File: src/rtl/alu_exec_unit.sv
// alu_exec_unit: execute stage behind the register file.
//   Runs the ALUK-selected operation on SR1 and SR2, where SR2 has already
//   been muxed with imm5. The result is registered for the DATAP bus mux.
//   The block also holds the NZP condition codes.
//   Single-cycle ops finish at their accept edge. When the optional
//   multiplier is built, MUL takes WIDTH clocks and holds Busy high meanwhile.
// Build option: define ALU_MUL_EN to build the iterative multiplier (ALUK=100).
//   When it is not defined, ALUK=100 decodes as PASSA and Busy is tied to 0.
// Ports:
//   Clk, Reset        clock (rising edge); synchronous active-high reset
//   Start, ALUK       op request (taken when Busy==0) and op select
//   SR1, SR2          operands A and B
//   LD_CC, BUS        load NZP from the CPU bus value
//   ALU_OUT, Ovf      registered result and overflow of the last completed op
//   Busy, Done        multi-cycle in progress; 1-cycle completion pulse
//   N, Z, P           condition codes (one-hot)
module alu_exec_unit #(
  parameter int         WIDTH        = 16,
  parameter logic [2:0] CC_RESET_VAL = 3'b010
) (
  input  logic             Clk,
  input  logic             Reset,
  input  logic             Start,
  input  logic [2:0]       ALUK,
  input  logic [WIDTH-1:0] SR1,
  input  logic [WIDTH-1:0] SR2,
  input  logic             LD_CC,
  input  logic [WIDTH-1:0] BUS,
  output logic [WIDTH-1:0] ALU_OUT,
  output logic             Ovf,
  output logic             Busy,
  output logic             Done,
  output logic             N,
  output logic             Z,
  output logic             P
);

  localparam logic [2:0] OP_ADD = 3'b000;
  localparam logic [2:0] OP_AND = 3'b001;
  localparam logic [2:0] OP_NOT = 3'b010;

  // Single-cycle result. Operands are consumed at the accept edge, so
  // later operand changes cannot reach an op that is already in flight.
  logic [WIDTH-1:0] add_res, sc_res;
  logic             sc_ovf;

  assign add_res = SR1 + SR2;

  always_comb begin
    sc_res = SR1;
    sc_ovf = 1'b0;
    case (ALUK)
      OP_ADD: begin
        sc_res = add_res;
        sc_ovf = (SR1[WIDTH-1] == SR2[WIDTH-1]) && (add_res[WIDTH-1] != SR1[WIDTH-1]);
      end
      OP_AND:  sc_res = SR1 & SR2;
      OP_NOT:  sc_res = ~SR1;
      default: sc_res = SR1;
    endcase
  end

  logic accept;
  assign accept = Start && !Busy;

`ifdef ALU_MUL_EN
  localparam logic [2:0] OP_MUL = 3'b100;
  localparam int         CW     = $clog2(WIDTH + 1);

  typedef enum logic {S_IDLE, S_MUL} state_t;
  state_t state, state_nxt;

  logic [2*WIDTH-1:0] acc, mcand, acc_sum;
  logic [WIDTH-1:0]   mplier;
  logic [CW-1:0]      cnt;
  logic               is_mul, last;

  assign is_mul  = (ALUK == OP_MUL);
  // The last iteration writes its sum straight to ALU_OUT, so the result
  // lands WIDTH edges after the accept edge.
  assign last    = (cnt == CW'(WIDTH - 1));
  assign acc_sum = acc + (mplier[0] ? mcand : '0);

  always_ff @(posedge Clk) begin
    if (Reset) state <= S_IDLE;
    else       state <= state_nxt;
  end

  always_comb begin
    state_nxt = state;
    case (state)
      S_IDLE:  if (Start && is_mul) state_nxt = S_MUL;
      S_MUL:   if (last)            state_nxt = S_IDLE;
      default: state_nxt = S_IDLE;
    endcase
  end

  always_comb begin
    Busy = (state == S_MUL);
  end

  always_ff @(posedge Clk) begin
    if (Reset) begin
      ALU_OUT <= '0;
      Ovf     <= 1'b0;
      Done    <= 1'b0;
      acc     <= '0;
      mcand   <= '0;
      mplier  <= '0;
      cnt     <= '0;
    end else begin
      Done <= 1'b0;
      if (accept && !is_mul) begin
        ALU_OUT <= sc_res;
        Ovf     <= sc_ovf;
        Done    <= 1'b1;
      end
      if (accept && is_mul) begin
        acc    <= '0;
        mcand  <= {{WIDTH{1'b0}}, SR1};
        mplier <= SR2;
        cnt    <= '0;
      end
      if (state == S_MUL) begin
        acc    <= acc_sum;
        mcand  <= mcand << 1;
        mplier <= mplier >> 1;
        cnt    <= cnt + 1'b1;
        if (last) begin
          ALU_OUT <= acc_sum[WIDTH-1:0];
          Ovf     <= |acc_sum[2*WIDTH-1:WIDTH];
          Done    <= 1'b1;
        end
      end
    end
  end
`else
  assign Busy = 1'b0;

  always_ff @(posedge Clk) begin
    if (Reset) begin
      ALU_OUT <= '0;
      Ovf     <= 1'b0;
      Done    <= 1'b0;
    end else begin
      Done <= 1'b0;
      if (accept) begin
        ALU_OUT <= sc_res;
        Ovf     <= sc_ovf;
        Done    <= 1'b1;
      end
    end
  end
`endif

  // The condition codes follow BUS only and do not depend on the ALU result.
  always_ff @(posedge Clk) begin
    if (Reset) begin
      {N, Z, P} <= CC_RESET_VAL;
    end else if (LD_CC) begin
      N <= BUS[WIDTH-1];
      Z <= (BUS == '0);
      P <= !BUS[WIDTH-1] && (BUS != '0);
    end
  end

endmodule

File: config.mk
export PLATFORM = sky130hd
export DESIGN_NAME = alu_exec_unit
export DESIGN_NICKNAME = d
export VERILOG_FILES = /design/src/rtl/alu_exec_unit.sv
export SDC_FILE = /design/constraint.sdc
export NUM_CORES = 1
export LEC_CHECK = 0
export CAP_MARGIN = 30
export CORE_ASPECT_RATIO = 0.75
export CORE_UTILIZATION = 40
export DETAILED_ROUTE_END_ITERATION = 10
export PLACE_DENSITY = 0.77
export SLEW_MARGIN = 20
export SYNTH_ARGS = -nofsm -noshare
export SYNTH_HDL_FRONTEND = slang
export SYNTH_SLANG_ARGS = --single-unit
export TNS_END_PERCENT = 1
File: constraint.sdc
create_clock -name Clk -period 2.2 [get_ports Clk]
set_input_delay 0.44 -clock Clk [delete_from_list [all_inputs] [get_ports Clk]]
set_output_delay 0.44 -clock Clk [all_outputs]
set_load 0.03 [all_outputs]
## Yosys cells after proc, flatten, opt, wreduce, memory -nomap -nowiden

Cells that the tools add are included.

- Add/subtract/negate cells: 1
- Equal/unequal tests: 4
- Multiplexer cells: 3
- Bitwise logic cells: 2
- Reductions and logical operators: 6

Operators by type and width:

| kind | number |
|---|---|
| $pmux 16 s3 | 1 |
| $add 16x16->16 | 1 |
| $and 16x16->16 | 1 |
| $logic_not 16->1 | 1 |
| $not 16->16 | 1 |
| $reduce_bool 16->1 | 1 |
| $eq 3x1->1 const B | 1 |
| $eq 3x2->1 const B | 1 |
| $logic_not 3->1 | 1 |
| $logic_and 1x1->1 | 2 |
| $mux 1 | 2 |
| $eq 1x1->1 | 1 |
| $logic_not 1->1 | 1 |
| $ne 1x1->1 | 1 |

- Register bits: 21
- Input port bits: 55
- Output and inout port bits: 22
- Logic and storage cells: 22

## Longest topological paths before layout

Gate-level depths: netlist (run 1).

- Depth after elaboration: 4
- Gate-level depth with buffers: 8
- Mapped depth without buffers: 8

## Least setup slack after synthesis (run 1)

No wires, ideal clock.

- Path type: input-to-reg
- Start point: input port SR1[0]
- End point: register ALU_OUT[12]
- Library setup time: 91 ps
- Arrival time: 2283 ps
- Data required time: 2109 ps
- Path slack: -174 ps
- Stages: 8
- Path buffers: 0
- Path through: ha_1 fa_1 a21oi_2 o22ai_2 o41ai_4 o211ai_2 mux2_1 a311oi_1

- Cells in the longest elaborated chain, start to end: 2

Ends and longest elaborated chain:

| element | line | text |
|---|---|---|
| start: declaration | 25 | `input logic [WIDTH-1:0] SR1,` |
| $add 16x16->16 | 47 | `assign add_res = SR1 + SR2;` |
| $pmux 16 s3 | 52 | `case (ALUK)` |
| end signal: assignment | 148 | `ALU_OUT <= sc_res;` |
| end: declaration | 29 | `output logic [WIDTH-1:0] ALU_OUT,` |

Every way passes these cells.
A chain may end at the register's enable or synchronous reset.

## Worst setup path in the final report (run 1)

Ends and elaborated chain as after synthesis.

==> metrics.txt, run 1 <==
TritonRoute pass-1 iters=5; final net count=457; share of total power in sequential cells=28.4%; switching power total=0.547 mW; outcome=finished with violations; die extent in x=83.4 um; fraction of registers with async set or reset after synthesis=0%; count of yosys warnings during synthesis=0; num ports=77; Bufs on Longest Clock Path=2; largest driver fanout on the critical path=3; Critical path origin=SR1[0]; dpl cells=433; via density per instance=5.72; Syn-to-layout area delta=75.1%; clock tree sinks=21; setup repair after global routing missed its margin=yes; Total Routing Usage GR=27.0%; worst hold-check path type=reg -> reg; routed vias=2522; combined flip-flop and latch cell area=420 um^2; RR Startpoint=Ovf; DRC violation count after routing=0; least setup slack across all paths after layout=-0.0120 ns; number of different library cells in the post-synthesis netlist=54; setup TNS=-0.0120 ns; largest net degree at the start of global routing=31; number of placement rows=21; detailed placement HPWL=5250 um; startpoint types=input pin; final critical path time including I/O delays and setup=2.21 ns; number of levels in the clock H-tree=1; placeable core region=4620 um^2; Finish-stage setup viols=1; number of nets with antenna violations after detailed routing=0; Final GP Congestion=0.875; starting density of the core=42.9%; wire length of the first global-routing pass=11300 um; proportion of layout cells with a drive suffix above 1=27.1%; worst-case reg-to-reg path depth=2; count of placed standard cells in the final layout, fillers left out=441; post-synth net total=331; wire length per cell=16.3 um; CTS tree=yes; number of antenna violations at the first check in global routing=0; # fillers=334; Total Power Consumption=1.49 mW; sequential area share after synthesis=21.2%; number of enable-type register cells in the synthesized netlist=0; WL final=7200 um; peak supply drop=0.360 mV; area taken by multi-input logic gates=1680 um^2; number of instances on the worst hold path=2; summed instance area of the synthesized netlist=1990 um^2; Inserted Diodes=0; CP Class=in -> reg; reg-to-reg critical path endpoint=Ovf; switch share=36.8%; maximum clock rate=452 MHz; Hold Fails Final Rpt=0; clock root buffer=sky130_fd_sc_hd__clkbuf_8; slack of the worst reg-to-reg path=1.30 ns; commonest cells after routing, fill and taps aside=sky130_fd_sc_hd__buf_4, sky130_fd_sc_hd__clkdlybuf4s50_1, sky130_fd_sc_hd__nor2_1; final hold slack=0.464 ns; source-to-sink clock delay at the later pin of the worst-skew pair=0.27 ns; most common cell after layout, fill and taps aside=sky130_fd_sc_hd__buf_4; last element of the critical path=ALU_OUT[12]; die outline height=63.0 um; count of input and output buffers=75; Clk network pwr share=18.1%; quantity of hold-fixing buffers added after cts=0; violated checks=negative setup slack; category of the worst setup path capture point=flip-flop; Internal Dissipation=0.938 mW; Total Die Area=5250 um^2; Final period util=101%; Seq cells post-synth=21; number of max-cap violations=0; global route overflow=0; Leak Pwr=1.49 nW; worst clock skew=0 ns; worst endpoint required time=2.39 ns; combinational power share=53.4%; post-synthesis area per instance=7.67 um^2; Power per Cell Area=427 nW/um^2; Synth Instances=259; top flip-flop cell by instance count after synthesis=sky130_fd_sc_hd__dfxtp_1; iteration-0 DRC count of the detailed router=237; count of pins over their slew limit=0; CTS Buf Count=3; worst endpoint data arrival time=2.41 ns; clock slew at reported path FFs=0.09 ns; via count of the first global-routing pass=2361
[power by group through the flow]
stage / Sequential, mW / Combinational [mW] / Clock [mW]
after floorplan: 0.484 / 0.309 / 0
after global placement: 0.431 / 0.689 / 0
after detailed placement: 0.431 / 0.701 / 0
after CTS: 0.422 / 0.752 / 0.266
after global routing: 0.426 / 0.844 / 0.288
final: 0.422 / 0.793 / 0.269
[critical path, cell delays in order]
cell and delay (ns):
sky130_fd_sc_hd__buf_8 0.10, sky130_fd_sc_hd__ha_4 0.16, sky130_fd_sc_hd__fa_2 0.37, sky130_fd_sc_hd__a21oi_4 0.18
sky130_fd_sc_hd__o22ai_4 0.10, sky130_fd_sc_hd__o41ai_4 0.33, sky130_fd_sc_hd__o211ai_2 0.15, sky130_fd_sc_hd__mux2_4 0.32
sky130_fd_sc_hd__a311oi_2 0.27
[flip-flops by register name (all words and copies together), names as in the netlist]
| name | cells |
|---|---|
| P | 1 |
| Ovf | 1 |
| N | 1 |
| ALU_OUT | 16 |
| Z | 1 |
| Done | 1 |
[stage by stage]
step	utilization [%]	area, um^2	worst slack, ns
finish	75.2	3480	-0.0120
global route	75.2	3480	-0.0795
CTS	73.2	3380	-0.0920
detailed placement	68.7	3180	-0.755
global placement	68.7	3180	-0.694
floorplan	-	1990	-0.174
[layout make-up]
| class | instances | share of cell area, % |
|---|---|---|
| timing repair buffer | 137 | 35.4 |
| tap | 57 | 2.05 |
| inverter | 7 | 0.756 |
| multi-input combinational | 215 | 48.4 |
| clock buffer | 3 | 1.19 |
| sequential | 21 | 12.1 |
| clock inverter | 1 | 0.144 |
[cell usage after synthesis, drive strengths merged (2+ instances only)]
master | number | area, um^2
o22a | 3 | 26.3
o211ai | 14 | 115
mux2 | 2 | 22.5
xor2 | 7 | 61.3
nor4 | 3 | 18.8
a311oi | 3 | 38.8
mux2i | 2 | 20.0
inv | 7 | 26.3
nand3 | 5 | 25.0
nand2b | 6 | 37.5
a21o | 3 | 22.5
a211oi | 2 | 20.0
o21bai | 2 | 15.0
nand2 | 22 | 82.6
nand3b | 2 | 15.0
o211a | 2 | 20.0
nor2 | 32 | 120
dfxtp | 21 | 420
a22o | 4 | 35.0
a211o | 2 | 17.5
a2111oi | 4 | 41.3
nor2b | 5 | 31.3
a31oi | 3 | 18.8
clkbuf | 13 | 48.8
nor3 | 7 | 35.0
a21oi | 28 | 148
buf | 3 | 17.5
o22ai | 6 | 43.8
xnor2 | 4 | 35.0
o21ai | 12 | 71.3
ha | 16 | 200
[repair_timing]
| item | in CTS | in global routing |
|---|---|---|
| pin swaps | 17 | 15 |
| setup endpoints to repair | 13 | 8 |
| hold endpoints to repair | 0 | 0 |
| buffers inserted | 3 | 1 |
| gates resized for setup | 41 | 23 |
[routing by layer]
metal  part of all wire (%)  wire length (um)  global-route usage, %
met1                     46              3280                   38.3
met5                      0                 0                      0
met3                    8.6               618                   5.02
met2                     44              3150                   41.1
met4                    2.0               146                   8.19
[worst min path at each step]
stage	from	end	slack [ns]
2_1_floorplan	Reset	Done	0.54
3_3_place_gp	Z	Z	0.45
3_5_place_dp	Z	Z	0.46
4_1_cts	ALU_OUT[4]	ALU_OUT[4]	0.47
5_1_grt	N	N	0.49
6_report	Z	Z	0.46
[logic make-up (layout without fill, tap and decap cells)]
logic type / after synthesis / count (layout) / synth area share [%]
buf+inv: 23 / 148 / 4.66
simple gates: 89 / 89 / 20.9
xor+xnor: 11 / 11 / 4.85
compound gates: 93 / 93 / 35.0
other cells: 1 / 1 / 0.189
fa+ha+maj: 17 / 17 / 11.1
flops: 21 / 21 / 21.2
mux: 4 / 4 / 2.14
(Power assumes the default switching activity.)
==> run 2, diff against run 1 <==
==> constraint.sdc (replaced) <==
create_clock -name Clk -period 2.2 [get_ports Clk]
set_input_delay 0.44 -clock Clk [delete_from_list [all_inputs] [get_ports Clk]]
set_output_delay 0.44 -clock Clk [all_outputs]
set_load 0.02 [all_outputs]
==> results of run 2 <==
Same layout as run 1 (identical final DEF). Status: finished with violations: negative setup slack.
Main changes from that run: total power 1.49 mW -> 1.46 mW; worst IR drop on VDD 0.360 mV -> 0.347 mV
==> run 3, diff against run 2 <==
--- a/config.mk
+++ b/config.mk
@@ -8,6 +8,7 @@
 export CAP_MARGIN = 30
 export CORE_ASPECT_RATIO = 0.75
 export CORE_UTILIZATION = 40
+export CTS_BUF_LIST = sky130_fd_sc_hd__clkbuf_8
 export DETAILED_ROUTE_END_ITERATION = 10
 export PLACE_DENSITY = 0.77
 export SLEW_MARGIN = 20
==> results of run 3 <==
Same layout as run 1 (identical final DEF). Status: finished with violations: negative setup slack.
Main changes from that run: total power 1.49 mW -> 1.46 mW; worst IR drop on VDD 0.360 mV -> 0.347 mV
